`config.mk`:
```
export PLATFORM = sky130hd
export DESIGN_NAME = lcd_msg_scheduler
export DESIGN_NICKNAME = d
export VERILOG_FILES = /design/src/rtl/lcd_pkg.sv /design/src/rtl/lcd_rr_pick.sv /design/src/rtl/lcd_msg_scheduler.sv
export SDC_FILE = /design/constraint.sdc
export NUM_CORES = 1
export LEC_CHECK = 0
export CORE_AREA = 2 2 305 307
export DETAILED_ROUTE_END_ITERATION = 8
export DIE_AREA = 0 0 307 309
export SYNTH_ARGS = -nofsm -noshare
export SYNTH_HDL_FRONTEND = slang
export SYNTH_SLANG_ARGS = --single-unit
```
`constraint.sdc`:
```
create_clock -name clk -period 14.04 [get_ports clk]
set_input_delay 2.808 -clock clk [delete_from_list [all_inputs] [get_ports clk]]
set_output_delay 2.808 -clock clk [all_outputs]
set_load 0.05 [all_outputs]
```
`src/rtl/lcd_pkg.sv`:
```
// rtl/lcd_pkg.sv - shared widths, blank line constant and scheduler state type
package lcd_pkg;

  localparam int LCD_LINE_W = 128;

  localparam logic [LCD_LINE_W-1:0] LCD_BLANK_LINE = {16{8'h20}};

  typedef enum logic {
    IDLE = 1'b0,
    SHOW = 1'b1
  } sched_state_t;

endpackage

```
`src/rtl/lcd_rr_pick.sv`:
```
// rtl/lcd_rr_pick.sv - combinational one-hot winner pick (round-robin or fixed priority)
module lcd_rr_pick #(
  parameter int NUM_REQ = 2,
  parameter bit RR_EN   = 1'b1
) (
  input  logic [NUM_REQ-1:0]         req,
  input  logic [$clog2(NUM_REQ)-1:0] ptr,
  output logic [NUM_REQ-1:0]         pick,
  output logic [$clog2(NUM_REQ)-1:0] pick_idx,
  output logic                       any
);

  localparam int PW = $clog2(NUM_REQ);

  int            start;
  logic [PW-1:0] idx;
  logic          found;

  // Search upward from start+1 with wrap; fixed priority is the same search
  // anchored at NUM_REQ-1 so index 0 is always examined first.
  always_comb begin
    pick     = '0;
    pick_idx = '0;
    found    = 1'b0;
    idx      = '0;
    start    = RR_EN ? int'(ptr) : NUM_REQ - 1;
    for (int i = 1; i <= NUM_REQ; i++) begin
      idx = PW'((start + i) % NUM_REQ);
      if (!found && req[idx]) begin
        found     = 1'b1;
        pick[idx] = 1'b1;
        pick_idx  = idx;
      end
    end
  end

  assign any = |req;

endmodule

```
`src/rtl/lcd_msg_scheduler.sv`:
```
// rtl/lcd_msg_scheduler.sv - shares the LCD between requesters with dwell time; LCD_SCHED_RR_EN selects round-robin
module lcd_msg_scheduler
  import lcd_pkg::*;
#(
  parameter int                    NUM_REQ       = 2,
  parameter int                    DWELL_CYCLES  = 50_000_000,
  parameter logic [LCD_LINE_W-1:0] DEFAULT_LINE1 = LCD_BLANK_LINE,
  parameter logic [LCD_LINE_W-1:0] DEFAULT_LINE2 = LCD_BLANK_LINE
) (
  input  logic                            clk,
  input  logic                            rst,
  input  logic [NUM_REQ-1:0]              req,
  input  logic [NUM_REQ*LCD_LINE_W-1:0]   req_line1,
  input  logic [NUM_REQ*LCD_LINE_W-1:0]   req_line2,
  output logic [NUM_REQ-1:0]              grant,
  output logic [LCD_LINE_W-1:0]           line1,
  output logic [LCD_LINE_W-1:0]           line2,
  output logic                            upd,
  output logic [$clog2(NUM_REQ)-1:0]      owner,
  output logic                            owner_valid,
  output logic                            busy
);

  localparam int OW    = $clog2(NUM_REQ);
  localparam int CNT_W = (DWELL_CYCLES > 1) ? $clog2(DWELL_CYCLES) : 1;
  localparam logic [CNT_W-1:0] CNT_LOAD = CNT_W'(DWELL_CYCLES - 1);

  sched_state_t          state, state_nxt;
  logic [CNT_W-1:0]      cnt;
  logic [OW-1:0]         ptr;
  logic [NUM_REQ-1:0]    pick;
  logic [OW-1:0]         pick_idx;
  logic                  any;
  logic                  arb_point;
  logic                  do_grant;
  logic                  do_revert;
  logic [LCD_LINE_W-1:0] sel_line1;
  logic [LCD_LINE_W-1:0] sel_line2;

`ifdef LCD_SCHED_RR_EN
  localparam bit RR_EN = 1'b1;

  // Pointer remembers the last winner; reset value makes requester 0 win first.
  always_ff @(posedge clk or posedge rst) begin
    if (rst) begin
      ptr <= OW'(NUM_REQ - 1);
    end else if (do_grant) begin
      ptr <= pick_idx;
    end
  end
`else
  localparam bit RR_EN = 1'b0;

  assign ptr = OW'(NUM_REQ - 1);
`endif

  lcd_rr_pick #(
    .NUM_REQ (NUM_REQ),
    .RR_EN   (RR_EN)
  ) u_pick (
    .req      (req),
    .ptr      (ptr),
    .pick     (pick),
    .pick_idx (pick_idx),
    .any      (any)
  );

  // Requests only count in IDLE or once the dwell of the shown message has run out.
  always_comb begin
    arb_point = (state == IDLE) || (cnt == '0);
    do_grant  = arb_point && any;
    do_revert = (state == SHOW) && (cnt == '0) && !any;
  end

  // Mux the winner's lines; pick is one-hot so an OR of gated slices suffices.
  always_comb begin
    sel_line1 = '0;
    sel_line2 = '0;
    for (int i = 0; i < NUM_REQ; i++) begin
      if (pick[i]) begin
        sel_line1 = sel_line1 | req_line1[i*LCD_LINE_W +: LCD_LINE_W];
        sel_line2 = sel_line2 | req_line2[i*LCD_LINE_W +: LCD_LINE_W];
      end
    end
  end

  // State register.
  always_ff @(posedge clk or posedge rst) begin
    if (rst) begin
      state <= IDLE;
    end else begin
      state <= state_nxt;
    end
  end

  // Next-state: enter SHOW on any grant, drop back to IDLE when dwell ends unclaimed.
  always_comb begin
    state_nxt = state;
    case (state)
      IDLE:    if (do_grant)  state_nxt = SHOW;
      SHOW:    if (do_revert) state_nxt = IDLE;
      default: state_nxt = IDLE;
    endcase
  end

  // Output decode from state.
  always_comb begin
    busy = (state == SHOW);
  end

  // Display registers, pulses and dwell counter.
  always_ff @(posedge clk or posedge rst) begin
    if (rst) begin
      line1       <= DEFAULT_LINE1;
      line2       <= DEFAULT_LINE2;
      grant       <= '0;
      upd         <= 1'b0;
      owner       <= '0;
      owner_valid <= 1'b0;
      cnt         <= '0;
    end else begin
      grant <= '0;
      upd   <= 1'b0;
      if (do_grant) begin
        line1       <= sel_line1;
        line2       <= sel_line2;
        grant       <= pick;
        upd         <= 1'b1;
        owner       <= pick_idx;
        owner_valid <= 1'b1;
        cnt         <= CNT_LOAD;
      end else if (do_revert) begin
        line1       <= DEFAULT_LINE1;
        line2       <= DEFAULT_LINE2;
        upd         <= 1'b1;
        owner_valid <= 1'b0;
      end else if (cnt != '0) begin
        cnt <= cnt - 1'b1;
      end
    end
  end

endmodule

```
==> summary.md <==
| Metric | Value |
|---|---|
| Synth Flop Type | `dfrtp_1` |
| Worst clock skew | `~0.019 ns` |
| Comb power frac | `0.137` |
| I/O pin count | `slightly below 800` |
| Flop-to-flop setup slack | `between 10 and 15 ns` |
| Yosys top cell area share | `0.499` |
| Psw | `about 0.0005 W` |
| Final Critical Period | `approximately 5.7 ns` |
| Layout Cell Area excl Fill | `approximately 23,000 sq um` |
| # Post-CTS Setup Buffers | `0` |
| Crit path capture type | `register` |
| Final Hold Fails | `0` |
| Routability cong. | `a little under 0.8` |
| CP Cell Sequence | `clkdlybuf4s50_1 -> nor2b_4 -> buf_4 -> buf_4 -> a22oi_1 -> o2bb2ai_1` |
| Sequential power share | `0.422` |
| Synthesized net count | `between 1,500 and 2,000` |
| CP Launch Point | `req[1]` |
| First-pass GRT wire length | `between 80,000 and 90,000 um` |
| Final Max Slew Viols | `0` |
| Antenna violations before repair | `12` |
| Nets | `2,293` |
| Most common cell after layout, fill and taps aside | `clkdlybuf4s50_1` |
| H-tree levels | `2` |
| Worst path slowest cell | `buf_4` |
| Initial DRC Count | `around 760` |
| Cts hold-fix bufs | `0` |
| # Max-Cap Violations | `0` |
| Die X | `between 300 and 400 um` |
| Dpl cell area | `about 22,000 sq um` |
| Cell Rows | `around 110` |
| Vias in the first global route | `~13,000` |
| Number of remaining DRC errors | `0` |
| Count of cell types in the netlist | `44` |
| Skew-Pair Late Insertion Delay | `between 0.5 and 0.6 ns` |
| Clk root buf | `clkbuf_16` |
| DP HPWL | `approximately 46,000 um` |
| Worst slew pin tran | `around 1.2 ns` |
| Cells after synthesis | `roughly 1,100` |
| Grt total ovfl | `0` |
| # fillers | `between 9,000 and 10,000` |
| Total core area | `91,400 sq um` |
| Final WL | `about 63,000 um` |
| Seq/Total Area, Yosys | `0.565` |
| Clock transition at path regs | `0.06 ns` |
| CP most frequent cell | `buf_4` |
| Critical path arrival | `~6.2 ns` |
| Fmax | `around 0.17 GHz` |
| Worst EP required | `about 15 ns` |
| Switching Share | `0.250` |
| Min-delay worst type | `reg -> reg` |
| Largest net degree at the start of global routing | `~110` |
| Placed Cells incl. Taps | `2,923` |
| CP Buf/Inv Count | `3` |
| Post-cts gate resize count | `0` |
| Crit-path max cell delay | `around 0.86 ns` |
| Outcome | `completed` |
| DIE AREA | `~95,000 sq um` |
| Total track usage | `0.124` |
| Largest delay share family, worst path | `buffers and inverters` |
| Routed len/inst | `around 21 um` |
| Pint | `roughly 0.0015 W` |
| Max FO, Critical Path | `90` |
| Slew headroom | `0.188` |
| Crit path launch type | `input pin` |
| DR pass1 iterations | `5` |
| Area Overhead vs Synth | `78.0%` |
| Most frequent cells in the layout | `clkdlybuf4s50_1 (776), a22oi_1 (256), dfrtp_1 (256)` |
| Critical path class | `in -> reg` |
| End of the worst register-to-register path | `line1[74]` |
| Die Y | `309 um` |
| Critical path endpoint | `line1[71]` |
| Cell Area, Synth | `~13,000 sq um` |
| TritonCTS clock tree | `done` |
| Asr flop ratio synth | `1.00` |
| Clk pwr share | `0.441` |
| CTS buffer count | `36` |
| FF+latch count, synth | `between 200 and 300` |
| Share of cells above drive strength 1 | `0.0661` |
| Period utilization | `0.407` |
| R2R depth | `6` |
| Endpoints failing setup | `0` |
| Final cell count without fillers | `between 2,000 and 3,000` |
| Area contributors post-synth | `dfrtp_1 (50%), o2bb2ai_1 (15%), a22oi_1 (15%)` |
| VDD IR-drop max | `0.0566 mV` |
| Leak pwr | `~8.5 nW` |
| Setup TNS | `0 ns` |
| RSZ-0062 raised after global routing | `false` |
| EDFF count, synth | `0` |
| Levels on crit path | `6` |
| Avg Cell Area, Syn | `approximately 12 sq um` |
| Post-synth top area cell | `dfrtp_1` |
| Detail Route Antenna Nets | `0` |
| R2r startpoint | `cnt[17]` |
| Clock buffer depth | `3` |
| Starting Density | `0.140` |
| Drt via density | `roughly 4.2` |
| PnR Total Power | `approximately 0.0020 W` |
| Vias | `12,600` |
| Yosys warning total | `0` |
| P per Cell Area | `89.7 nW/um^2` |
| PortBufs | `a little under 800` |
| Sink Count | `between 200 and 300` |
==> cell type report <==
class | count | area (sq um) | area share
timing repair buffer | 791 | 7890 | 0.345
sequential | 288 | 7250 | 0.317
multi-input combinational | 654 | 5070 | 0.222
tap | 1186 | 1480 | 0.0650
clock buffer | 50 | 1040 | 0.0458
clock inverter | 14 | 82.6 | 0.00362
inverter | 4 | 22.5 | 0.000986
antenna | 1 | 2.50 | 0.000110
==> layer usage <==
| metal | vias up | part of all wire | global-route usage |
|---|---|---|---|
| met5 | - | 0.0012 | 0 |
| met4 | 12 | 0.032 | 0.0420 |
| met3 | 100 | 0.098 | 0.0499 |
| met2 | 564 | 0.47 | 0.202 |
| met1 | 6226 | 0.40 | 0.148 |
| li1 | 5720 | - | - |
==> logic make-up (layout without fill, tap and decap cells) <==
logic type,count (synthesis),count (layout),share of synthesized area
xor+xnor,5,5,0.00341
fa+ha+maj,2,2,0.00195
other cells,0,1,0
simple gates,99,99,0.0442
compound gates,548,548,0.343
buf+inv,123,859,0.0430
flops,288,288,0.565
==> registers in the layout, indices dropped and copies added, names as in the netlist <==
| register | flops |
|---|---|
| line1 | 128 |
| line2 | 128 |
| cnt | 26 |
| grant | 2 |
| busy | 1 |
| owner | 1 |
| owner_valid | 1 |
| upd | 1 |
==> power by group through the flow <==
stage                     sequential [W]  combinational [W]  clock (W)
after global placement          0.000877           0.000282          0
after CTS                       0.000864           0.000285   0.000943
after detailed placement        0.000878           0.000284          0
after global routing            0.000866           0.000305   0.000975
final                           0.000864           0.000281   0.000902
after floorplan                 0.000873          0.0000973          0
==> cells in the mapped netlist, drive strengths merged (3+ instances only) <==
master,number
or2,4
dfrtp,256
a21oi,9
o2bb2ai,224
a2bb2oi,32
clkbuf,72
nand3,14
o31ai,10
and2,3
nand4,3
xor2,3
nor4,8
nor3,6
nand2,13
a22oi,256
dfstp,32
and3,5
inv,4
o21ai,12
or3,10
or4,12
nor2,16
buf,47
==> worst min path at each step <==
stage / start / to / slack, ns / cells past startpoint
final: line2[19] / line2[19] / 0.48 / 1
after CTS: line2[48] / line2[48] / 0.49 / 1
after global routing: line2[105] / line2[105] / 0.50 / 1
after global placement: line1[114] / line1[114] / 0.47 / 1
after detailed placement: line1[9] / line1[9] / 0.47 / 1
after floorplan: cnt[16] / cnt[16] / 0.46 / 1
==> through the flow <==
stage	hold slack (ns)	utilization	setup slack, ns
after floorplan	0.464	-	3.34
after global placement	0.470	0.238	7.87
after detailed placement	0.473	0.238	7.76
after CTS	0.489	0.250	8.37
after global routing	0.497	0.250	8.08
final	0.484	0.250	8.32
No activity file was read; power rests on OpenSTA's default activity.
